**config.mk**
```make
export PLATFORM = sky130hd
export DESIGN_NAME = text_rx_sink_flat
export DESIGN_NICKNAME = d
export VERILOG_FILES = /design/src/rtl/text_pkg.sv /design/src/rtl/text_rx_sink_if.sv /design/src/rtl/text_fifo.sv /design/src/rtl/text_rx_sink.sv /design/src/flat_wrapper.sv
export SDC_FILE = /design/constraint.sdc
export NUM_CORES = 1
export LEC_CHECK = 0
export ABC_AREA = 0
export CORE_UTILIZATION = 45
export DETAILED_ROUTE_END_ITERATION = 16
export GPL_ROUTABILITY_DRIVEN = 0
export PLACE_DENSITY = 0.69
export SLEW_MARGIN = 20
export SYNTH_ARGS = -nofsm -noshare
export SYNTH_HDL_FRONTEND = slang
export SYNTH_HIERARCHICAL = 1
export SYNTH_SLANG_ARGS = --single-unit
```
**constraint.sdc**
```tcl
create_clock -name CLOCK_50 -period 4.6 [get_ports CLOCK_50]
set_clock_uncertainty 0.1 [all_clocks]
set_input_delay 1.15 -clock CLOCK_50 [delete_from_list [all_inputs] [get_ports CLOCK_50]]
set_output_delay 1.15 -clock CLOCK_50 [all_outputs]
set_load 0.02 [all_outputs]
```
**src/rtl/text_pkg.sv**
```systemverilog
// -----------------------------------------------------------------------------
// text_pkg
// Shared types and helpers for the receive side of the text link.
//   rx_state_t     : message sink state (IDLE, CAPTURE, DRAIN, DONE)
//   DEF_TERM_CHAR  : default end-of-message character
//   DEF_REPL_CHAR  : default stand-in for an uncorrectable character
//   sat_inc8()     : 8-bit saturating increment used by link statistics blocks
// -----------------------------------------------------------------------------
package text_pkg;

    typedef enum logic [1:0] {
        IDLE    = 2'd0,
        CAPTURE = 2'd1,
        DRAIN   = 2'd2,
        DONE    = 2'd3
    } rx_state_t;

    localparam logic [7:0] DEF_TERM_CHAR = 8'h00;
    localparam logic [7:0] DEF_REPL_CHAR = 8'h3F;

    // Statistics must stick at the top value rather than wrap back to zero.
    function automatic logic [7:0] sat_inc8(input logic [7:0] value);
        return (value == 8'hFF) ? value : value + 8'd1;
    endfunction

endpackage

```
**src/rtl/text_rx_sink_if.sv**
```systemverilog
// -----------------------------------------------------------------------------
// text_rx_sink_if
// Character stream into the sink and the valid/ready stream out of it.
//   in_valid, in_data, in_err_corrected, in_err_fatal : decoded characters
//   out_valid, out_data, out_ready                    : consumer port
// Modports:
//   master : the side feeding characters and consuming the output
//   slave  : the sink itself
// -----------------------------------------------------------------------------
interface text_rx_sink_if;

    logic       in_valid;
    logic [7:0] in_data;
    logic       in_err_corrected;
    logic       in_err_fatal;
    logic       out_valid;
    logic [7:0] out_data;
    logic       out_ready;

    modport master (
        output in_valid, in_data, in_err_corrected, in_err_fatal, out_ready,
        input  out_valid, out_data
    );

    modport slave (
        input  in_valid, in_data, in_err_corrected, in_err_fatal, out_ready,
        output out_valid, out_data
    );

endinterface

```
**src/rtl/text_fifo.sv**
```systemverilog
// -----------------------------------------------------------------------------
// text_fifo
// DEPTH x 8 synchronous first-word-fall-through FIFO. The head entry is
// readable the cycle after it is written. A push into a full FIFO is still
// taken when a pop happens on the same edge, since that pop frees the slot.
//   CLOCK_50  : clock
//   reset     : synchronous active-high, empties the FIFO
//   push      : write request, push_data is the character to store
//   pop       : read request, ignored while empty
//   full      : count == DEPTH
//   empty     : count == 0
//   count     : occupancy, 0..DEPTH
//   head      : oldest entry, 0 while empty
// -----------------------------------------------------------------------------
module text_fifo #(
    parameter int DEPTH = 16
) (
    input  logic                     CLOCK_50,
    input  logic                     reset,
    input  logic                     push,
    input  logic [7:0]               push_data,
    input  logic                     pop,
    output logic                     full,
    output logic                     empty,
    output logic [$clog2(DEPTH):0]   count,
    output logic [7:0]               head
);

    localparam int AW = $clog2(DEPTH);
    localparam logic [AW:0] FULL_CNT = DEPTH[AW:0];

    logic [7:0]    mem [DEPTH];
    logic [AW-1:0] wr_ptr;
    logic [AW-1:0] rd_ptr;
    logic          do_pop;
    logic          do_push;

    assign empty   = (count == '0);
    assign full    = (count == FULL_CNT);
    assign do_pop  = pop & ~empty;
    assign do_push = push & (~full | do_pop);

    // Pointers are exactly AW bits, so they wrap modulo DEPTH on their own.
    always_ff @(posedge CLOCK_50) begin
        if (reset) begin
            wr_ptr <= '0;
            rd_ptr <= '0;
            count  <= '0;
        end else begin
            if (do_push) wr_ptr <= wr_ptr + 1'b1;
            if (do_pop)  rd_ptr <= rd_ptr + 1'b1;
            case ({do_push, do_pop})
                2'b10:   count <= count + 1'b1;
                2'b01:   count <= count - 1'b1;
                default: count <= count;
            endcase
        end
    end

    // NOTE: the storage array has no reset; emptiness is tracked by count
    // alone, which lets the array map onto plain RAM cells.
    always_ff @(posedge CLOCK_50) begin
        if (do_push) mem[wr_ptr] <= push_data;
    end

    // When full, wr_ptr == rd_ptr; the head read here is the old entry, and
    // the overwrite only lands at the edge that also retires it.
    assign head = empty ? 8'h00 : mem[rd_ptr];

endmodule

```
**src/rtl/text_rx_sink.sv**
```systemverilog
// -----------------------------------------------------------------------------
// text_rx_sink
// Receive-side message sink. Buffers one message of decoded characters,
// replacing uncorrectable ones, ends it on TERM_CHAR, and hands it to a
// consumer over valid/ready while keeping per-message statistics.
//   CLOCK_50     : clock
//   reset        : synchronous active-high, discards any partial message
//   start_write  : arms a new capture when seen in IDLE
//   bus          : character input and consumer output (slave modport)
//   busy         : capturing or draining
//   msg_done     : one-cycle pulse once the message has fully drained
//   msg_len      : characters stored for this message
//   corr_cnt     : corrected characters, saturating
//   fatal_cnt    : uncorrectable characters, saturating
//   overflow     : at least one character of this message was dropped
// -----------------------------------------------------------------------------
module text_rx_sink
    import text_pkg::*;
#(
    parameter int         DEPTH     = 16,
    parameter logic [7:0] TERM_CHAR = DEF_TERM_CHAR,
    parameter logic [7:0] REPL_CHAR = DEF_REPL_CHAR
) (
    input  logic                   CLOCK_50,
    input  logic                   reset,
    input  logic                   start_write,
    text_rx_sink_if.slave          bus,
    output logic                   busy,
    output logic                   msg_done,
    output logic [$clog2(DEPTH):0] msg_len,
    output logic [7:0]             corr_cnt,
    output logic [7:0]             fatal_cnt,
    output logic                   overflow
);

    rx_state_t state;
    rx_state_t next_state;

    logic                   char_seen;
    logic                   term_seen;
    logic                   push_req;
    logic                   push_drop;
    logic                   start_capture;
    logic [7:0]             store_data;
    logic                   fifo_full;
    logic                   fifo_empty;
    logic [$clog2(DEPTH):0] fifo_count;

    assign char_seen     = (state == CAPTURE) & bus.in_valid;
    assign term_seen     = char_seen & (bus.in_data == TERM_CHAR);
    assign push_req      = char_seen & ~term_seen;
    assign start_capture = (state == IDLE) & start_write;
    assign store_data    = bus.in_err_fatal ? REPL_CHAR : bus.in_data;

    // Mirrors the FIFO acceptance rule: a full FIFO only refuses the push
    // when no pop frees a slot on the same edge (full implies non-empty, so
    // out_ready alone means a pop).
    assign push_drop = push_req & fifo_full & ~bus.out_ready;

    text_fifo #(.DEPTH(DEPTH)) u_fifo (
        .CLOCK_50  (CLOCK_50),
        .reset     (reset),
        .push      (push_req),
        .push_data (store_data),
        .pop       (bus.out_ready),
        .full      (fifo_full),
        .empty     (fifo_empty),
        .count     (fifo_count),
        .head      (bus.out_data)
    );

    assign bus.out_valid = ~fifo_empty;

    // State register.
    always_ff @(posedge CLOCK_50) begin
        if (reset) state <= IDLE;
        else       state <= next_state;
    end

    // Next-state logic.
    // NOTE: next_state takes a default before the case so no path leaves it
    // unassigned, which would otherwise infer a latch.
    always_comb begin
        next_state = state;
        case (state)
            IDLE:    if (start_write) next_state = CAPTURE;
            CAPTURE: if (term_seen)   next_state = DRAIN;
            DRAIN:   if (fifo_count == '0) next_state = DONE;
            DONE:    next_state = IDLE;
            default: next_state = IDLE;
        endcase
    end

    // Outputs decoded from the current state.
    always_comb begin
        busy     = (state == CAPTURE) || (state == DRAIN);
        msg_done = (state == DONE);
    end

    // Per-message statistics: cleared when a capture starts, held otherwise.
    // NOTE: sequential state is updated with <= so every register samples
    // the pre-edge values regardless of statement order.
    always_ff @(posedge CLOCK_50) begin
        if (reset || start_capture) begin
            msg_len   <= '0;
            corr_cnt  <= '0;
            fatal_cnt <= '0;
            overflow  <= 1'b0;
        end else if (push_req) begin
            // Error statistics cover dropped characters too; fatal wins.
            if (bus.in_err_fatal)
                fatal_cnt <= sat_inc8(fatal_cnt);
            else if (bus.in_err_corrected)
                corr_cnt <= sat_inc8(corr_cnt);

            if (push_drop)
                overflow <= 1'b1;
            else if (msg_len != '1)
                msg_len <= msg_len + 1'b1;
        end
    end

endmodule

```
**src/flat_wrapper.sv**
```systemverilog
// flat-port wrapper written by rule: the top's interface ports become plain ports
module text_rx_sink_flat import text_pkg::*;
#(
    parameter int         DEPTH     = 16,
    parameter logic [7:0] TERM_CHAR = DEF_TERM_CHAR,
    parameter logic [7:0] REPL_CHAR = DEF_REPL_CHAR
)
  (CLOCK_50, reset, start_write, busy, msg_done, msg_len, corr_cnt, fatal_cnt, overflow, bus_in_valid, bus_in_data, bus_in_err_corrected, bus_in_err_fatal, bus_out_ready, bus_out_valid, bus_out_data);
  text_rx_sink_if bus_i ();
  input  logic CLOCK_50;
  input  logic reset;
  input  logic start_write;
  output logic busy;
  output logic msg_done;
  output logic [$clog2(DEPTH):0] msg_len;
  output logic [7:0] corr_cnt;
  output logic [7:0] fatal_cnt;
  output logic overflow;
  input wire logic [$bits(bus_i.in_valid)-1:0] bus_in_valid;
  input wire logic [$bits(bus_i.in_data)-1:0] bus_in_data;
  input wire logic [$bits(bus_i.in_err_corrected)-1:0] bus_in_err_corrected;
  input wire logic [$bits(bus_i.in_err_fatal)-1:0] bus_in_err_fatal;
  input wire logic [$bits(bus_i.out_ready)-1:0] bus_out_ready;
  output wire logic [$bits(bus_i.out_valid)-1:0] bus_out_valid;
  output wire logic [$bits(bus_i.out_data)-1:0] bus_out_data;
  assign bus_i.in_valid = bus_in_valid;
  assign bus_i.in_data = bus_in_data;
  assign bus_i.in_err_corrected = bus_in_err_corrected;
  assign bus_i.in_err_fatal = bus_in_err_fatal;
  assign bus_i.out_ready = bus_out_ready;
  assign bus_out_valid = bus_i.out_valid;
  assign bus_out_data = bus_i.out_data;
  text_rx_sink #(.DEPTH(DEPTH), .TERM_CHAR(TERM_CHAR), .REPL_CHAR(REPL_CHAR)) u_core (.CLOCK_50(CLOCK_50), .reset(reset), .start_write(start_write), .bus(bus_i), .busy(busy), .msg_done(msg_done), .msg_len(msg_len), .corr_cnt(corr_cnt), .fatal_cnt(fatal_cnt), .overflow(overflow));
endmodule
```
==> metrics.yaml, run 1 <==
synthesis:
  yosysSeqAreaShare: 0.630
  synth.most_common_cell: "edfxtp_1"
  syn_avg_cell_area_um2: 15.0
  syn-cell-area_um2: 7410
  synth_area_leader_cell: "edfxtp_1"
  syn_inst: 495
  yosysUniqueCellTypes: 59
  synth-edff-count: 128
  netlist_top_cells_count: "128 x edfxtp_1, 41 x dfxtp_1, 32 x mux4_2, 23 x nor2_1, 21 x inv_1"
  async_flop_share: 0
  ys_warn_count: 6
  synthesis.nets: 527
  yosysTopAreaCellShare: 0.519
  yosys_most_used_dff: "edfxtp_1"
  yosys-top-cells-area: "edfxtp_1 52%, dfxtp_1 11%, mux4_2 9.7%, ha_1 2.7%, mux2i_1 2.3%"
  ys_ff_latch: 169
grt:
  grt_pass1_vias: 4457
  grt.total_usage: 0.191
  grt_pass1_wl_um: 23600
  grt_max_degree: 33
  grt-ovfl-total: 0
  antenna_found_initial: 0
clock_tree:
  cts.repair.resized: 0
  cts_hold_buf: 0
  numCtsBuffers: 17
  worst_setup_hold_path_clk_slew_ns: 0.07
  cts_tree: "yes"
  clkSinkCount: 169
  post_cts_buffers: 0
  htreeDepth: 4
  cts_buffer_depth: 2
  clkLatencyLatePin_ns: 0.42
  clockRootBuffer: "clkbuf_16"
floorplan:
  die_height_um: 130
  die_x_um: 130
  boundaryPins: 48
  placement_rows: 46
  dieArea_um2: 17000
  coreArea_um2: 16000
  initial_core_util: 0.463
routing:
  viasPerCell: 5.70
  drt_wl_total_um: 14900
  vias: 4421
  drt-initial-drc-count: 315
  dr.pass1.iters: 5
  route.detailed.drc: 0
  drtAntennaViolNets: 0
  wl_per_cell_um: 19.2
power:
  p_leak_nw: 2.84
  power_mw: 4.44
  powerDensity_nw_per_um2: 509
  ir_drop_uv: 409
sta:
  timing.hold.ws_ns: 0.379
  tightest_slew_ns: 1.04
  slew_headroom: 0.306
  finalCriticalPeriod_ns: 4.14
  finalSetupTns_ns: 0
  finalMaxSlewViolations: 0
  fmax_mhz: 241
  setup_viol: 0
  rsz0062_at_grt: "no"
  period_share: 0.900
  finalHoldViolations: 0
critical_path:
  cp-end-kind: "primary output"
  arrival_ns: 2.89
  critical_path_class: "reg2out"
  required_ns: 3.35
  path_max_fanout: 10
  startpoint_type: "register"
worst_hold_path:
  hold_class: "reg2reg"
final_layout:
  instances_no_fill: 776
  n_antenna_cell: 0
  syn2layout_area_growth_pct: 17.7
  fillCellCount: 1316
  final_nets: 579
  fin_util: 0.545
  drive_above_1_share: 0.180
place:
  dp_cells: 744
  dpl.hpwl_um: 9870
  io_buffers: 47
outcome:
  status: "complete, no violations"
run:
  drv_cap: 0
## worst max-delay path, stage by stage, from the launching register on
cell and delay, ns:
dfxtp_1 0.37, or4_4 0.63, nor2_1 0.67, a211oi_1 0.18, clkdlybuf4s50_1 0.60
## registers in the layout, summed over array words and instances (netlist names), named ones only
register,count
u_core/corr_cnt,8
u_core/state,2
u_core/fatal_cnt,8
u_core/u_fifo/mem,128
u_core/u_fifo/rd_ptr,4
u_core/msg_len,5
u_core/u_fifo/wr_ptr,4
u_core/overflow,1
u_core/u_fifo/count,5
## worst paths after layout
kind / from / endpoint / slack (ns) / depth (start not counted)
setup / recovery: u_core/u_fifo/count[0]$_SDFFE_PP0P_ / bus_out_data[2] / 0.46 / 4
hold / removal: u_core/overflow$_SDFFE_PP0P_ / u_core/overflow$_SDFFE_PP0P_ / 0.38 / 2
setup reg to reg: u_core/state[1]$_SDFFE_PP0P_ / u_core/u_fifo/count[4]$_SDFFE_PP0P_ / 1.70 / 13
hold reg to reg: u_core/overflow$_SDFFE_PP0P_ / u_core/overflow$_SDFFE_PP0P_ / 0.38 / 2
## layer usage
layer | vias to the layer above | part of all wire | global-route usage
met5 | - | 0 | 0
li1 | 2056 | - | -
met1 | 2250 | 0.43 | 0.240
met3 | 17 | 0.042 | 0.0402
met2 | 98 | 0.51 | 0.324
met4 | 0 | 0.014 | 0.0746
## cell type report
type                            instances  area (um^2)  share of cell area
Clock buffer                           18          429              0.0492
Tap cell                              216          270              0.0310
Sequential cell                       169         4660               0.535
Timing Repair Buffer                   60          581              0.0666
Clock inverter                         14          163              0.0187
Multi-Input combinational cell        276         2520               0.289
Inverter                               23         86.3             0.00991
## through the flow
step                      area [um^2]  setup slack (ns)
after global placement           8120             0.420
after global routing             8710             0.283
after floorplan                  7410             0.611
after detailed placement         8120             0.351
after CTS                        8710             0.435
final                            8710             0.459
## where the power goes
group          total (mW)  leakage (nW)  internal [mW]  switching [mW]
clock network        1.42         0.291          0.814           0.610
registers            1.76          1.47           1.70          0.0626
logic                1.25          1.07          0.545           0.705
total                4.44          2.84           3.06            1.38
## layout by cell type, fill, tap and decap left out, types with 3 or more instances in the layout
cell type | synthesis | layout
and3_1 | 6 | 6
xor2_1 | 3 | 3
inv_1 | 21 | 21
nor3_1 | 3 | 3
nand3_1 | 8 | 8
mux2i_1 | 17 | 17
o31ai_1 | 9 | 9
nand2_1 | 10 | 10
and2_1 | 6 | 6
a21oi_1 | 15 | 15
clkbuf_16 | 0 | 17
o21ai_0 | 5 | 5
or2_2 | 9 | 9
nor3b_1 | 3 | 3
nor2_1 | 23 | 23
o41ai_1 | 3 | 3
a211oi_1 | 18 | 18
nand2b_1 | 11 | 11
o21a_1 | 4 | 4
mux4_2 | 32 | 32
ha_1 | 16 | 16
o2111ai_1 | 3 | 3
dfxtp_1 | 41 | 41
nor4_1 | 7 | 7
clkdlybuf4s50_1 | 0 | 47
or4_1 | 10 | 10
nor2b_1 | 12 | 11
a31o_2 | 4 | 4
inv_6 | 0 | 5
buf_4 | 1 | 12
nand4_1 | 8 | 8
clkinv_2 | 0 | 3
edfxtp_1 | 128 | 128
## kinds of logic after synthesis
family	count (synthesis)	share of synthesized area
AOI/OAI and AO/OA	80	0.0830
xor gates and xnor gates	5	0.00591
adders and majority gates	17	0.0297
buffers and inverters	50	0.0301
DFF	169	0.630
muxes	49	0.120
and+or+nand+nor	125	0.101
No activity file was read; power rests on OpenSTA's default activity.
==> run 2, diff against run 1 <==
==> constraint.sdc (replaced) <==
create_clock -name CLOCK_50 -period 4.4 [get_ports CLOCK_50]
set_clock_uncertainty 0.1 [all_clocks]
set_input_delay 1.1 -clock CLOCK_50 [delete_from_list [all_inputs] [get_ports CLOCK_50]]
set_output_delay 1.1 -clock CLOCK_50 [all_outputs]
set_load 0.02 [all_outputs]
==> run 2 against run 1 <==
- die area stayed put
- flip-flop and latch count stayed put
- largest cell class unchanged
- critical endpoint is now bus_out_data[5]
- sequential power is 5% higher
- register-to-register slack worse by 0.14 ns
- largest power group unchanged
==> metrics.yaml, run 2 (same netlist as run 1, synthesis figures left out) <==
outcome:
  status: "complete, no violations"  # unchanged
place:
  io_buffers: 47  # unchanged
  dpl_cell_area_um2: 8140  # was 8120 um^2
  post-place-ws_ns: 0.179  # was 0.351 ns
  dpl.hpwl_um: 9760  # was 9870 um
  dp_cells: 746  # was 744
floorplan:
  coreArea_um2: 16000  # unchanged
  placement_rows: 46  # unchanged
  boundaryPins: 48  # unchanged
  die_x_um: 130  # unchanged
  initial_core_util: 0.463  # unchanged
  dieArea_um2: 17000  # unchanged
  die_height_um: 130  # unchanged
sta:
  slew_headroom: 0.319  # was 0.306
  finalSetupTns_ns: 0  # unchanged
  setup_slack_ns: 0.350  # was 0.459 ns
  finalCriticalPeriod_ns: 4.05
  finalMaxSlewViolations: 0  # unchanged
  setup_viol: 0  # unchanged
  tightest_slew_ns: 1.02  # was 1.04 ns
  timing.hold.ws_ns: 0.392  # was 0.379 ns
  period_share: 0.920
  fmax_mhz: 247
  finalHoldViolations: 0  # unchanged
  rsz0062_at_grt: "no"  # unchanged
clock_tree:
  clkSinkCount: 169  # unchanged
  cts_buffer_depth: 2  # unchanged
  numCtsBuffers: 17  # unchanged
  worst_setup_hold_path_clk_slew_ns: 0.07  # about the same
  cts_tree: "yes"  # unchanged
  cts.repair.resized: 0  # unchanged
  clkLatencyLatePin_ns: 0.43  # was 0.42 ns
  clockRootBuffer: "clkbuf_16"  # unchanged
  htreeDepth: 4  # unchanged
  cts_hold_buf: 0  # unchanged
  post_cts_buffers: 0  # unchanged
final_layout:
  largest-register: "u_core/u_fifo/mem"  # unchanged
  final_nets: 581  # was 579
  multi_input_area_um2: 2520  # about the same
  top_regs: "u_core/u_fifo/mem (128), u_core/corr_cnt (8), u_core/fatal_cnt (8)"  # unchanged
  fin_area_um2: 8720  # was 8710 um^2
  instances_no_fill: 778  # was 776
  drive_above_1_share: 0.183  # was 0.180
  layout_common_cells: "128 x edfxtp_1, 47 x clkdlybuf4s50_1, 41 x dfxtp_1"  # unchanged
  ff_latch_area_um2: 4660  # unchanged
  syn2layout_area_growth_pct: 17.7  # about the same
  n_antenna_cell: 0  # unchanged
  fillCellCount: 1332  # was 1316
  final_common_cell: "edfxtp_1"  # unchanged
  largest_reg_flops: 128  # unchanged
grt:
  grt_pass1_vias: 4406  # was 4457
  grt_pass1_wl_um: 23000  # was 23600 um
  grt-ovfl-total: 0  # unchanged
  antenna_found_initial: 0  # unchanged
  grt.total_usage: 0.186  # was 0.191
  grt_max_degree: 33  # unchanged
routing:
  drt_wl_total_um: 14600  # was 14900 um
  drt-initial-drc-count: 297  # was 315
  route.detailed.drc: 0  # unchanged
  dr.pass1.iters: 5  # unchanged
  viasPerCell: 5.70  # about the same
  vias: 4432  # was 4421
  drtAntennaViolNets: 0  # unchanged
  wl_per_cell_um: 18.8  # was 19.2 um
worst_hold_path:
  hold_depth: 2  # unchanged
  hold_class: "reg2reg"  # unchanged
power:
  p_leak_nw: 2.83  # was 2.84 nW
  powerDensity_nw_per_um2: 531  # was 509 nW/um^2
  ir_drop_uv: 345  # was 409 uV
critical_path:
  startpoint_type: "register"  # unchanged
  arrival_ns: 2.85  # was 2.89 ns
  cp-end-kind: "primary output"  # unchanged
  required_ns: 3.20  # was 3.35 ns
  path_max_fanout: 9  # was 10
  critical_path_class: "reg2out"  # unchanged
  rr_worst_depth: 13  # unchanged
run:
  drv_cap: 0  # unchanged
-- run 2: changes by cell type in the layout (fill, tap and decap cells not counted), sizes merged --
cell      delta
clkinv       -4
inv          +3
bufinv       -1
clkinvlp     +3
buf          +2
clkbuf       -1
-- run 2: power by group --
part / internal, mW / switching, mW / leakage (nW)
clock network: 0.803 / 0.654 / 0.275
registers: 1.78 / 0.0643 / 1.47
logic: 0.583 / 0.746 / 1.08
total: 3.16 / 1.46 / 2.83
-- run 2: critical path, stage by stage (launching register included) --
cell and delay [ns]:
dfxtp_1 0.66, buf_4 0.28, mux4_2 0.32, nor2b_1 0.15, a211oi_1 0.31, a211oi_1 0.11, clkdlybuf4s50_1 0.59
-- run 2: metrics by stage --
step / power, mW / util
detailed placement: 3.20 / 0.508
global placement: 3.15 / 0.508
CTS: 4.66 / 0.545
finish: 4.63 / 0.545
floorplan: 2.78 / -
global route: 4.83 / 0.545
-- run 2: path summary, 6_finish.rpt --
| check | end | slack (ns) | start |
|---|---|---|---|
| min | u_core/overflow$_SDFFE_PP0P_ | 0.39 | u_core/overflow$_SDFFE_PP0P_ |
| max | bus_out_data[5] | 0.35 | register |
| max reg2reg | u_core/u_fifo/count[4]$_SDFFE_PP0P_ | 1.56 | u_core/state[1]$_SDFFE_PP0P_ |
| min reg2reg | u_core/overflow$_SDFFE_PP0P_ | 0.39 | u_core/overflow$_SDFFE_PP0P_ |
-- run 2: cell type report --
class                           count  share of cell area
Multi-Input combinational cell    276               0.289
Tap cell                          216              0.0310
Sequential cell                   169               0.535
Clock buffer                       17              0.0488
Timing Repair Buffer               62              0.0683
Inverter                           23             0.00990
Clock inverter                     15              0.0181
-- run 2: layer usage --
metal / GRT usage / wire length (um) / vias to the layer above / part of all wire
met5: 0 / 0 / - / 0
met4: 0.0732 / 238 / 0 / 0.016
li1: - / - / 2053 / -
met1: 0.228 / 6160 / 2251 / 0.42
met3: 0.0332 / 550 / 23 / 0.038
met2: 0.325 / 7690 / 105 / 0.53
==> run 3, diff against run 2 <==
--- a/config.mk
+++ b/config.mk
@@ -6,10 +6,12 @@
 export NUM_CORES = 1
 export LEC_CHECK = 0
 export ABC_AREA = 0
+export CELL_PAD_IN_SITES_DETAIL_PLACEMENT = 1
+export CELL_PAD_IN_SITES_GLOBAL_PLACEMENT = 1
 export CORE_UTILIZATION = 45
 export DETAILED_ROUTE_END_ITERATION = 16
 export GPL_ROUTABILITY_DRIVEN = 0
-export PLACE_DENSITY = 0.69
+export PLACE_DENSITY = 0.79
 export SLEW_MARGIN = 20
 export SYNTH_ARGS = -nofsm -noshare
 export SYNTH_HDL_FRONTEND = slang
==> run 3 against run 2 <==
- via count rose by 1.6%
- non-clock buffer count rose by 2
- flip-flop and latch count did not move
- design area fell by 0.43%
- setup slack got worse by 0.014 ns
- first-iteration DRC count fell by 27%
- critical path depth fell by 1
- register-to-register slack got worse by 0.03 ns
- total power fell by 1.7%
- maximum frequency fell by 0.35%
- critical path type unchanged
- highest routed layer unchanged
==> metrics.yaml, run 3 (same netlist as run 1, synthesis figures left out) <==
final_layout:
  largest_reg_flops: 128  # unchanged
  layout_common_cells: "128 x edfxtp_1, 47 x clkdlybuf4s50_1, 41 x dfxtp_1"  # unchanged
  final_nets: 583  # was 581
  syn2layout_area_growth_pct: 17.2  # was 17.7%
  n_antenna_cell: 0  # unchanged
  fin_util: 0.543  # was 0.545
  fillCellCount: 1576  # was 1332
  largest-register: "u_core/u_fifo/mem"  # unchanged
  final_common_cell: "edfxtp_1"  # unchanged
  top_regs: "u_core/u_fifo/mem (128), u_core/corr_cnt (8), u_core/fatal_cnt (8)"  # unchanged
  drive_above_1_share: 0.183  # about the same
place:
  post-place-ws_ns: 0.177  # was 0.179 ns
  io_buffers: 47  # unchanged
  dpl.hpwl_um: 11400  # was 9760 um
sta:
  setup_viol: 0  # unchanged
  slew_headroom: 0.301  # was 0.319
  rsz0062_at_grt: "no"  # unchanged
  period_share: 0.924  # was 0.920
  finalCriticalPeriod_ns: 4.06  # was 4.05 ns
  setup_slack_ns: 0.336  # was 0.350 ns
  tightest_slew_ns: 1.05  # was 1.02 ns
  finalMaxSlewViolations: 0  # unchanged
  finalHoldViolations: 0  # unchanged
  fmax_mhz: 246  # was 247 MHz
  finalSetupTns_ns: 0  # unchanged
floorplan:
  placement_rows: 46  # unchanged
  die_x_um: 130  # unchanged
  die_height_um: 130  # unchanged
  boundaryPins: 48  # unchanged
  coreArea_um2: 16000  # unchanged
  dieArea_um2: 17000  # unchanged
  initial_core_util: 0.463  # unchanged
critical_path:
  path_max_fanout: 16  # was 9
  critical_path_class: "reg2out"  # unchanged
  arrival_ns: 2.86  # was 2.85 ns
  required_ns: 3.20  # about the same
  startpoint_type: "register"  # unchanged
  r2r-start: "u_core/state[1]$_SDFFE_PP0P_"  # unchanged
  cp-end-kind: "primary output"  # unchanged
  r2r_setup_slack_ns: 1.53  # was 1.56 ns
routing:
  drt_wl_total_um: 16900  # was 14600 um
  route.detailed.drc: 0  # unchanged
  viasPerCell: 5.78  # was 5.70
  wl_per_cell_um: 21.7  # was 18.8 um
  drtAntennaViolNets: 0  # unchanged
  drt-initial-drc-count: 217  # was 297
  vias: 4505  # was 4432
  dr.pass1.iters: 6  # was 5
clock_tree:
  numCtsBuffers: 17  # unchanged
  cts_buffer_depth: 2  # unchanged
  clkLatencyLatePin_ns: 0.43  # about the same
  htreeDepth: 4  # unchanged
  cts.repair.resized: 0  # unchanged
  post_cts_buffers: 0  # unchanged
  cts_hold_buf: 0  # unchanged
  worst_setup_hold_path_clk_slew_ns: 0.06  # was 0.07 ns
  cts_tree: "yes"  # unchanged
  clkSinkCount: 169  # unchanged
  clockRootBuffer: "clkbuf_16"  # unchanged
power:
  pwr-share-comb: 0.297  # was 0.287
  seqPwrFrac: 0.406  # was 0.398
  ir_drop_uv: 415  # was 345 uV
  switching_share: 0.321  # was 0.316
  powerDensity_nw_per_um2: 524  # was 531 nW/um^2
  p_int_mw: 3.09  # was 3.16 mW
  clkPwrFrac: 0.297  # was 0.315
  p_leak_nw: 2.81  # was 2.83 nW
  power.switching_mw: 1.46  # about the same
grt:
  grt_pass1_vias: 4704  # was 4406
  antenna_found_initial: 0  # unchanged
  grt_pass1_wl_um: 26100  # was 23000 um
  grt_max_degree: 33  # unchanged
  grt.total_usage: 0.213  # was 0.186
  grt-ovfl-total: 0  # unchanged
outcome:
  status: "complete, no violations"  # unchanged
worst_hold_path:
  holdCritStartpoint: "u_core/overflow$_SDFFE_PP0P_"  # unchanged
  hold_class: "reg2reg"  # unchanged
run:
  drv_cap: 0  # unchanged
[run 3: critical path, cell delays in order (launching register included)]
cell	delay [ns]
dfxtp_1	0.62
buf_4	0.39
mux4_2	0.36
a211oi_1	0.36
a211oi_1	0.12
clkdlybuf4s50_1	0.59
[run 3: final timing paths]
| path | end | cells past startpoint |
|---|---|---|
| max | bus_out_data[0] | 5 |
| max reg2reg | u_core/u_fifo/count[4]$_SDFFE_PP0P_ | 12 |
| min reg2reg | u_core/overflow$_SDFFE_PP0P_ | 2 |
| min | u_core/overflow$_SDFFE_PP0P_ | 2 |
[run 3: power by group through the flow]
| stage | Sequential, mW | Combinational, mW | Clock, mW |
|---|---|---|---|
| 4_1_cts | 1.85 | 1.37 | 1.38 |
| 5_1_grt | 1.86 | 1.46 | 1.43 |
| 2_1_floorplan | 1.85 | 0.929 | 0 |
| 3_5_place_dp | 1.88 | 1.36 | 0 |
| 3_3_place_gp | 1.88 | 1.29 | 0 |
| 6_report | 1.85 | 1.35 | 1.35 |
[run 3: final cells by class]
cell class | count | area [um^2] | area share
sequential | 169 | 4660 | 0.537
clock buffer | 18 | 429 | 0.0494
timing repair buffer | 64 | 611 | 0.0703
multi-input combinational | 276 | 2520 | 0.290
inverter | 23 | 86.3 | 0.00995
clock inverter | 14 | 98.8 | 0.0114
tap | 216 | 270 | 0.0311
[run 3: per-layer routing]
metal  global-route usage  vias up  wire length [um]
met2                0.369      101              8920
li1                     -     2060                 -
met3               0.0500       15               690
met4               0.0643        0               173
met5                    0        -                 0
met1                0.264     2329              7120
[run 3: metrics by stage]
step | hold WS [ns] | power, mW | std cells | area (um^2)
finish | 0.396 | 4.55 | 780 | 8680
global route | 0.433 | 4.75 | 780 | 8680
CTS | 0.407 | 4.60 | 780 | 8680
detailed placement | 0.378 | 3.24 | 748 | 8150
global placement | 0.367 | 3.16 | 748 | 8150
floorplan | 0.379 | 2.78 | 495 | 7410
